===== config.mk =====
export PLATFORM = sky130hd
export DESIGN_NAME = wb_port_arbiter_flat
export DESIGN_NICKNAME = d
export VERILOG_FILES = /design/src/rtl/wb_port_arbiter_if.sv /design/src/rtl/wb_port_arbiter.sv /design/src/flat_wrapper.sv
export SDC_FILE = /design/constraint.sdc
export NUM_CORES = 1
export LEC_CHECK = 0
export BUFFER_PORTS_ARGS = -buffer_cell sky130_fd_sc_hd__buf_2
export CAP_MARGIN = 20
export CORE_UTILIZATION = 50
export CTS_CLUSTER_DIAMETER = 60
export DETAILED_ROUTE_END_ITERATION = 7
export GPL_ROUTABILITY_DRIVEN = 0
export HOLD_SLACK_MARGIN = 0.1
export MAX_ROUTING_LAYER = met4
export PLACE_DENSITY = 0.71
export REMOVE_ABC_BUFFERS = 1
export SLEW_MARGIN = 25
export SYNTH_ARGS = -nofsm -noshare
export SYNTH_HDL_FRONTEND = slang
export SYNTH_SLANG_ARGS = --single-unit

===== constraint.sdc =====
create_clock -name clock -period 5.81 [get_ports clock]
set_clock_uncertainty 0.05 [all_clocks]
set_input_delay 0.581 -clock clock [delete_from_list [all_inputs] [get_ports clock]]
set_output_delay 0.581 -clock clock [all_outputs]
set_load 0.005 [all_outputs]

===== src/rtl/wb_port_arbiter_if.sv =====
// Register-file write-port bundle: pipeline writeback, MDU result handshake,
// arbitrated register-file write, stall request and pending-destination mask.
interface wb_port_arbiter_if;
  logic        pipe_we;
  logic [4:0]  pipe_waddr;
  logic [31:0] pipe_wdata;
  logic        mdu_valid;
  logic [4:0]  mdu_waddr;
  logic [31:0] mdu_wdata;
  logic        mdu_ready;
  logic        rf_we;
  logic [4:0]  rf_waddr;
  logic [31:0] rf_wdata;
  logic        hold_req;
  logic [31:0] busy_mask;

  modport master (
    output pipe_we, pipe_waddr, pipe_wdata,
    output mdu_valid, mdu_waddr, mdu_wdata,
    input  mdu_ready,
    input  rf_we, rf_waddr, rf_wdata,
    input  hold_req, busy_mask
  );

  modport slave (
    input  pipe_we, pipe_waddr, pipe_wdata,
    input  mdu_valid, mdu_waddr, mdu_wdata,
    output mdu_ready,
    output rf_we, rf_waddr, rf_wdata,
    output hold_req, busy_mask
  );
endinterface


===== src/rtl/wb_port_arbiter.sv =====
// Register-file write-port arbiter: pipeline writeback has priority, MDU results
// queue in a small FIFO and drain into idle slots, with starvation-driven bubble requests.
module wb_port_arbiter #(
  parameter int DEPTH      = 2,
  parameter int STARVE_MAX = 8
) (
  input logic              clock,
  input logic              reset,
  wb_port_arbiter_if.slave wb
);
  localparam int PW = $clog2(DEPTH);
  localparam int CW = PW + 1;
  localparam int SW = 8;

  typedef logic [CW-1:0] cnt_t;

  function automatic logic [SW-1:0] sat_inc(input logic [SW-1:0] v);
    if (v >= SW'(STARVE_MAX)) return SW'(STARVE_MAX);
    return v + SW'(1);
  endfunction

  logic [4:0]    fifo_addr [DEPTH];
  logic [31:0]   fifo_data [DEPTH];
  logic [PW-1:0] rd_ptr;
  logic [PW-1:0] wr_ptr;
  cnt_t          count;
  cnt_t          count_nxt;
  cnt_t          pend_cnt [32];
  cnt_t          pend_nxt [32];
  logic [31:0]   busy_nxt;
  logic [SW-1:0] starve;
  logic [SW-1:0] starve_nxt;
  logic          hold_nxt;

  logic          vld_p1;
  logic [4:0]    waddr_p1;
  logic [31:0]   wdata_p1;
  logic          hold_p1;
  logic [31:0]   busy_p1;

  logic          pipe_act;
  logic          fifo_empty;
  logic          mdu_live;
  logic          pop;
  logic          bypass;
  logic          enq;
  logic [4:0]    head_addr;
  logic [31:0]   head_data;

  assign wb.mdu_ready = (count < cnt_t'(DEPTH));
  assign head_addr    = fifo_addr[rd_ptr];
  assign head_data    = fifo_data[rd_ptr];

  // Slot decision: pipe first, then FIFO head, then direct MDU bypass.
  always_comb begin
    pipe_act   = wb.pipe_we && (wb.pipe_waddr != 5'd0);
    fifo_empty = (count == '0);
    mdu_live   = wb.mdu_valid && wb.mdu_ready && (wb.mdu_waddr != 5'd0);
    pop        = !pipe_act && !fifo_empty;
    bypass     = !pipe_act && fifo_empty && mdu_live;
    enq        = mdu_live && !bypass;
    count_nxt  = count + cnt_t'(enq) - cnt_t'(pop);
  end

  // Per-register pending counts keep duplicate destinations correct.
  always_comb begin
    busy_nxt = '0;
    for (int r = 0; r < 32; r++) begin
      pend_nxt[r] = pend_cnt[r];
      if (enq && (wb.mdu_waddr == 5'(r))) pend_nxt[r] = pend_nxt[r] + cnt_t'(1);
      if (pop && (head_addr == 5'(r)))    pend_nxt[r] = pend_nxt[r] - cnt_t'(1);
      busy_nxt[r] = (pend_nxt[r] != '0);
    end
  end

  always_comb begin
    if (fifo_empty || pop) starve_nxt = '0;
    else                   starve_nxt = sat_inc(starve);
    hold_nxt = pop ? 1'b0 : (hold_p1 || (starve_nxt == SW'(STARVE_MAX)));
  end

  always_ff @(posedge clock) begin
    if (enq) begin
      fifo_addr[wr_ptr] <= wb.mdu_waddr;
      fifo_data[wr_ptr] <= wb.mdu_wdata;
    end
  end

  // p1: registered write port, stall request and busy mask.
  always_ff @(posedge clock) begin
    if (reset) begin
      count    <= '0;
      rd_ptr   <= '0;
      wr_ptr   <= '0;
      starve   <= '0;
      hold_p1  <= 1'b0;
      busy_p1  <= '0;
      vld_p1   <= 1'b0;
      waddr_p1 <= '0;
      wdata_p1 <= '0;
      for (int r = 0; r < 32; r++) pend_cnt[r] <= '0;
    end else begin
      count   <= count_nxt;
      starve  <= starve_nxt;
      hold_p1 <= hold_nxt;
      busy_p1 <= busy_nxt;
      for (int r = 0; r < 32; r++) pend_cnt[r] <= pend_nxt[r];
      if (enq) wr_ptr <= wr_ptr + PW'(1);
      if (pop) rd_ptr <= rd_ptr + PW'(1);
      if (pipe_act) begin
        vld_p1   <= 1'b1;
        waddr_p1 <= wb.pipe_waddr;
        wdata_p1 <= wb.pipe_wdata;
      end else if (pop) begin
        vld_p1   <= 1'b1;
        waddr_p1 <= head_addr;
        wdata_p1 <= head_data;
      end else if (bypass) begin
        vld_p1   <= 1'b1;
        waddr_p1 <= wb.mdu_waddr;
        wdata_p1 <= wb.mdu_wdata;
      end else begin
        vld_p1   <= 1'b0;
      end
    end
  end

  assign wb.rf_we     = vld_p1;
  assign wb.rf_waddr  = waddr_p1;
  assign wb.rf_wdata  = wdata_p1;
  assign wb.hold_req  = hold_p1;
  assign wb.busy_mask = busy_p1;

endmodule

===== src/flat_wrapper.sv =====
// flat-port wrapper written by rule: the top's interface ports become plain ports
module wb_port_arbiter_flat 
#(
  parameter int DEPTH      = 2,
  parameter int STARVE_MAX = 8
)
  (clock, reset, wb_pipe_we, wb_pipe_waddr, wb_pipe_wdata, wb_mdu_valid, wb_mdu_waddr, wb_mdu_wdata, wb_mdu_ready, wb_rf_we, wb_rf_waddr, wb_rf_wdata, wb_hold_req, wb_busy_mask);
  wb_port_arbiter_if wb_i ();
  input logic clock;
  input logic reset;
  input wire logic [$bits(wb_i.pipe_we)-1:0] wb_pipe_we;
  input wire logic [$bits(wb_i.pipe_waddr)-1:0] wb_pipe_waddr;
  input wire logic [$bits(wb_i.pipe_wdata)-1:0] wb_pipe_wdata;
  input wire logic [$bits(wb_i.mdu_valid)-1:0] wb_mdu_valid;
  input wire logic [$bits(wb_i.mdu_waddr)-1:0] wb_mdu_waddr;
  input wire logic [$bits(wb_i.mdu_wdata)-1:0] wb_mdu_wdata;
  output wire logic [$bits(wb_i.mdu_ready)-1:0] wb_mdu_ready;
  output wire logic [$bits(wb_i.rf_we)-1:0] wb_rf_we;
  output wire logic [$bits(wb_i.rf_waddr)-1:0] wb_rf_waddr;
  output wire logic [$bits(wb_i.rf_wdata)-1:0] wb_rf_wdata;
  output wire logic [$bits(wb_i.hold_req)-1:0] wb_hold_req;
  output wire logic [$bits(wb_i.busy_mask)-1:0] wb_busy_mask;
  assign wb_i.pipe_we = wb_pipe_we;
  assign wb_i.pipe_waddr = wb_pipe_waddr;
  assign wb_i.pipe_wdata = wb_pipe_wdata;
  assign wb_i.mdu_valid = wb_mdu_valid;
  assign wb_i.mdu_waddr = wb_mdu_waddr;
  assign wb_i.mdu_wdata = wb_mdu_wdata;
  assign wb_mdu_ready = wb_i.mdu_ready;
  assign wb_rf_we = wb_i.rf_we;
  assign wb_rf_waddr = wb_i.rf_waddr;
  assign wb_rf_wdata = wb_i.rf_wdata;
  assign wb_hold_req = wb_i.hold_req;
  assign wb_busy_mask = wb_i.busy_mask;
  wb_port_arbiter #(.DEPTH(DEPTH), .STARVE_MAX(STARVE_MAX)) u_core (.clock(clock), .reset(reset), .wb(wb_i));
endmodule

# Yosys cells after proc, flatten, opt, wreduce, memory -nomap -nowiden
# Memories as Yosys holds them, arrays and structs flattened. A register that Yosys moved wholly into a read port is not among the register bits.
# Index checks and enable logic that the tools add are counted.
[word_totals]
regBits = 83
ram_bits = 138
input_bits = 78
out_inout_bits = 72
wordCells = 412
mem_count = 3
[classes]
n_addsub = 69
order_cmp = 2
n_eq_ne = 63
muxes = 119
bitwise_logic = 32
n_reduce_logical = 115
[memory_table]
columns = ["memory", "words", "width", "read_ports", "rd_ports_with_merged_regs", "wr", "line", "rtl"]
rows = [
  ["u_core.fifo_data", 2, 32, 1, 1, 1, "wb_port_arbiter.sv:23", "logic [31:0] fifo_data [DEPTH];"],
  ["u_core.pend_cnt", 32, 2, 32, 0, 32, "wb_port_arbiter.sv:28", "cnt_t pend_cnt [32];"],
  ["u_core.fifo_addr", 2, 5, 1, 1, 1, "wb_port_arbiter.sv:22", "logic [4:0] fifo_addr [DEPTH];"],
]
[op_table]
columns = ["cell", "count"]
rows = [
  ["$mux W2", 96],
  ["$eq A5 B5 Y1 const B", 32],
  ["$mux W32", 3],
  ["$eq A5 B4 Y1 const B", 16],
  ["$logic_and A1 B1 Y1", 71],
  ["$add A2 B1 Y2 const B", 32],
  ["$reduce_bool A2 Y1", 32],
  ["$sub A2 B1 Y2 const B", 32],
  ["$eq A5 B3 Y1 const B", 8],
  ["$or A1 B1 Y1", 32],
  ["$mux W8", 3],
  ["$eq A5 B2 Y1 const B", 4],
  ["$mux W5", 3],
  ["$mux W1", 14],
  ["$eq A5 B1 Y1 const B", 2],
  ["$logic_not A5 Y1", 2],
  ["$reduce_bool A5 Y1", 2],
  ["$add A8 B1 Y8 const B", 1],
  ["$eq A8 B4 Y1 const B", 1],
  ["$ge A8 B4 Y1 const B", 1],
  ["$logic_not A1 Y1", 3],
  ["$reduce_bool A3 Y1", 1],
  ["$add A1 B1 Y1 const B", 2],
  ["$add A2 B1 Y2", 1],
  ["other kinds (5)", 6],
]

# Longest topological paths before layout
[logic_depth]
depth_word = 12
depth_mapped = 11
depth_no_buf = 9

# Least setup slack after synthesis
# Ideal clock, no wire load.
[synth_path]
kind = "in2reg"
from = "input wb_pipe_we"
to = "memory u_core.fifo_addr[0][0] (enable)"
setup_ns = 0.524
arrival_time_ns = 4.851
required_ns = 5.236
slack_ns = 0.385
path_stages = 5
path_buffers = 2
cell_sequence = "buf_2 -> nor2_1 -> or2_0 -> clkbuf_1 -> nor4_1"
[synth_between]
elab_chain_len = 8
[synth_lines]
columns = ["element", "line", "rtl"]
rows = [
  ["from (decl)", "flat_wrapper.sv:11", "input wire logic [$bits(wb_i.pipe_we)-1:0] wb_pipe_we;"],
  ["$logic_and A1 B1 Y1", "wb_port_arbiter.sv:56", "pipe_act = wb.pipe_we && (wb.pipe_waddr != 5'd0);"],
  ["$logic_not A1 Y1", "wb_port_arbiter.sv:60", "bypass = !pipe_act && fifo_empty && mdu_live;"],
  ["$logic_and A1 B1 Y1 (2 in a row)", "wb_port_arbiter.sv:60", ""],
  ["$logic_not A1 Y1", "wb_port_arbiter.sv:61", "enq = mdu_live && !bypass;"],
  ["$logic_and A1 B1 Y1", "wb_port_arbiter.sv:61", ""],
  ["$mux W1", "wb_port_arbiter.sv:83", "if (enq) begin"],
  ["$mux W1 (not written as such)", "wb_port_arbiter.sv:84", "fifo_addr[wr_ptr] <= wb.mdu_waddr;"],
  ["to (decl)", "wb_port_arbiter.sv:22", ""],
]
# No other way between the ends.

# Worst setup path after layout
[layout_path]
from = "register u_core.count[0]"
to = "memory u_core.fifo_data[1][31] (enable)"
[layout_between]
elab_chain_len = 8
elab_cells_between_ends = 10
cone_classes = "order compare: 1; mux: 2; reduce/logical: 7"
[layout_lines]
columns = ["element", "line", "rtl"]
rows = [
  ["from (decl)", "wb_port_arbiter.sv:26", "cnt_t count;"],
  ["from (signal assigned)", "wb_port_arbiter.sv:103", "count <= count_nxt;"],
  ["$lt A2 B2 Y1", "wb_port_arbiter.sv:50", "assign wb.mdu_ready = (count < cnt_t'(DEPTH));"],
  ["$logic_and A1 B1 Y1 (2 in a row)", "wb_port_arbiter.sv:58", "mdu_live = wb.mdu_valid && wb.mdu_ready && (wb.mdu_waddr != 5'd0);"],
  ["$logic_and A1 B1 Y1", "wb_port_arbiter.sv:60", ""],
  ["$logic_not A1 Y1", "wb_port_arbiter.sv:61", ""],
  ["$logic_and A1 B1 Y1 *", "wb_port_arbiter.sv:61", ""],
  ["$mux W1 *", "wb_port_arbiter.sv:83", ""],
  ["$mux W1 (not written as such) *", "wb_port_arbiter.sv:85", "fifo_data[wr_ptr] <= wb.mdu_wdata;"],
  ["to (decl)", "wb_port_arbiter.sv:23", ""],
]
# Mark *: on every way between the ends. The rest lies on a longest branch, timed or not.

==> flow_metrics.py <==
metrics = {
    "global_route": {
        "antenna_found_initial": 1,
        "grt_pass1_vias": 7987,
        "grt_overflow": 0,
        "grt_use_total_pct": 23.17,
        "grt_max_degree": 81,
        "grt_pass1_wl_mm": 39.58,
    },
    "pwr": {
        "net-switching-power_w": 0.001303,
        "switching_share_pct": 29.21,
        "pwr-share-comb_pct": 20.8,
        "pwr-share-clk_pct": 37.3,
        "pwr-share-seq_pct": 41.9,
        "p_int_w": 0.003157,
        "ir_worst_vdd_v": 0.0002432,
        "p_leak_nw": 4.493,
        "p_per_area_nw_per_um2": 360.2,
    },
    "synthesis": {
        "synth_top_cells_by_area": "dfxtp_1 28%, edfxtp_1 21%, a211oi_1 4.7%",
        "yosysTopAreaCell": "dfxtp_1",
        "synth_area_sq_um": 10570,
        "synth_edf_count": 74,
        "synth_top_area_share_pct": 28.02,
        "synth_warnings": 0,
        "ys_types": 68,
        "ys.flop_type": "dfxtp_1",
        "ys_seq_area_share_pct": 49.04,
        "syn-instance-count": 1123,
        "ys_ff_latch": 222,
        "syn_area_per_cell_sq_um": 9.416,
        "synthArstFlopShare_pct": 0,
    },
    "routing": {
        "wl_mm": 24.36,
        "firstDrtPassIters": 8,
        "ant_nets": 0,
        "post-route-drc-count": 0,
        "num_vias": 8747,
        "drt_iter0_drc": 445,
        "viasPerCell": 5.680,
        "wire_per_inst_microns": 15.81,
    },
    "setup_path": {
        "worstSetupEndpointType": "register",
        "crit_type": "reg2reg",
        "crit_arrival_ns": 3.06,
        "required_ns": 5.89,
        "critPathMaxStageDelay_ns": 0.86,
        "cp_top_family": "simple AND/OR/NAND/NOR gates",
        "crit_chain": "nor2_1, or2_0, nor3_1, and2_2",
        "crit_fanout": 37,
        "crit_path_start_kind": "register",
        "crit_buf_inv": 0,
        "cpMaxStageDelayCell": "and2_2",
    },
    "die": {
        "die_area_sq_um": 21730,
        "core_area_sq_um": 20490,
        "start_util_pct": 51.59,
        "die_w_microns": 147.4,
        "die-height_microns": 147.4,
        "row_count": 52,
        "num_io_pins": 150,
    },
    "sta": {
        "max_clock_freq_mhz": 335.4,
        "hold_violations": 0,
        "worst_pin_slew_ns": 1.021,
        "holdWs_ns": 0.2148,
        "slew_headroom_pct": 31.53,
        "fin_setup_tns_ns": 0,
        "slew_viol_final": 0,
        "period_minus_slack_ns": 2.982,
        "post-route-period-util_pct": 51.32,
        "setup_viol": 0,
        "rsz0062_at_grt": "no",
    },
    "final_layout": {
        "nets": 1333,
        "drive_gt1_share_pct": 18.28,
        "synthToLayoutAreaGrowth_pct": 17.10,
    },
    "clocking": {
        "hold_buffers": 0,
        "cts_resized": 0,
        "cts_max_level": 1,
        "cts_tree": "done",
        "post_cts_buffers": 0,
        "clk_pin_slew_worst_paths_ns": 0.06,
        "clkSinkCount": 222,
        "insertion_delay_ns": 0.51,
        "cts-root-buf": "clkbuf_16",
        "cts_buffer_depth": 3,
        "cts_made_buffers": 24,
    },
    "outcome": {
        "status": "finished clean",
    },
    "placed_design": {
        "dp_hpwl_mm": 16.86,
        "numPortBuffers": 149,
    },
    "hold_path": {
        "hold_path_class": "in2reg",
    },
    "job": {
        "drv_cap": 0,
    },
}
power by group through the flow:
stage / clock network (W) / logic (W) / registers [W]
2_1_floorplan: 0 / 0.000576 / 0.00192
3_3_place_gp: 0 / 0.000916 / 0.00189
3_5_place_dp: 0 / 0.000928 / 0.00190
4_1_cts: 0.00170 / 0.000934 / 0.00187
5_1_grt: 0.00176 / 0.00103 / 0.00188
6_report: 0.00166 / 0.000928 / 0.00187
per-layer routing:
metal | wire (microns) | global-route usage (%) | vias up | part of all wire, %
met2 | 10890 | 35.66 | 301 | 45
li1 | - | - | 4374 | -
met3 | 2049 | 5.401 | 34 | 8.4
met1 | 10930 | 30.61 | 4038 | 45
met5 | 0 | - | - | 0
met4 | 482 | 6.340 | 0 | 2.0
layout make-up:
cell class	instances	area, sq um
diodes	1	2.502
clock buffers	27	633.1
clock inverters	17	237.7
fillers	1755	8113
inverters	10	37.54
multi-input cells	834	5124
flip-flops and latches	222	5186
well taps	270	337.8
repair buffers	159	823.3
sequential cells by signal, summed over array words and instances, names as in the netlist, named ones only:
register,count
u_core.fifo_addr,10
u_core.wb.hold_req,1
u_core.pend_cnt,64
u_core.wb.rf_we,1
u_core.fifo_data,64
u_core.wr_ptr,1
u_core.wb.rf_waddr,5
u_core.rd_ptr,1
u_core.wb.rf_wdata,32
u_core.count,2
u_core.wb.busy_mask,32
u_core.starve,8
cells in the final DEF, fill, tap and decap left out, drive strengths merged, types with 6 or more instances in the layout:
cell type  netlist  routed
nand3           56      56
nand2           72      72
o21ai           50      50
or3b             9       9
dfxtp          148     148
mux2i           46      46
a211o            6       6
and3            23      23
nand4b           9       9
bufinv           0       6
nand2b           8       8
buf             12     159
clkinv           0       9
a211oi          66      66
clkbuf          48      27
o31ai            7       7
xnor2           42      42
nor4             9       9
nor3            96      96
a21oi           59      59
nor2           117     117
and2            26      26
xor2            13      13
nor3b            9       9
a21o            12      12
edfxtp          74      74
or3             28      28
inv             10      10
nand4           23      23
per-stage QoR:
stage               power [W]  area [sq um]  util [%]  worst slack [ns]  std cells
detailed placement   0.002824         11510     56.15             2.450       1495
CTS                  0.004497         12380     60.40             2.823       1539
global route         0.004676         12380     60.42             2.651       1540
global placement     0.002809         11510     56.15             2.574       1495
floorplan            0.002497         10330         -            0.5118       1066
finish               0.004459         12380     60.42             2.828       1540
cells by family (layout without fill, tap and decap cells):
logic type	count (synthesis)	in the layout	share of synthesized area, %
AO/OA/AOI/OAI	220	220	13.44
XOR/XNOR	55	55	4.556
adder cells (fa/ha/maj)	4	4	0.4733
buffers and inverters	70	213	2.769
flip-flops	222	222	49.04
multiplexers	47	47	4.461
other	1	5	0.03546
AND/OR/NAND/NOR	504	504	25.23
cell usage after synthesis (3+ instances only):
cell and instances:
dfxtp_1 148, nor3_2 4, xnor2_1 42, and3_1 23
edfxtp_1 74, a21oi_1 59, and2_0 6, nor2_1 117
a211o_1 6, mux2i_1 46, nand4b_1 9, nor4_1 3
nand3_1 55, inv_1 10, nor3_1 90, nor4_2 6
nand2b_1 8, o31ai_1 7, or2_2 4, clkbuf_1 48
or3b_2 4, nor3b_1 9, xor2_1 13, a211oi_1 66
nand4_1 21, nor2b_1 5, or3_1 27, nand2_1 72
ha_1 4, a21o_1 12, or3b_1 5, buf_2 6
o21ai_0 48, nand3b_1 3, and2_1 20
path summary, 6_finish.rpt:
check                             start                 endpoint  slack [ns]  depth (start not counted)
hold reg to reg   u_core.wb.rf_wdata[6]    u_core.wb.rf_wdata[6]        0.40                          2
hold / removal         wb_mdu_wdata[27]  u_core.fifo_data[0][27]        0.21                          1
setup reg to reg        u_core.count[0]  u_core.fifo_data[1][31]        2.83                          4
setup / recovery        u_core.count[0]  u_core.fifo_data[1][31]        2.83                          4
Power figures use the tool's default switching activity.
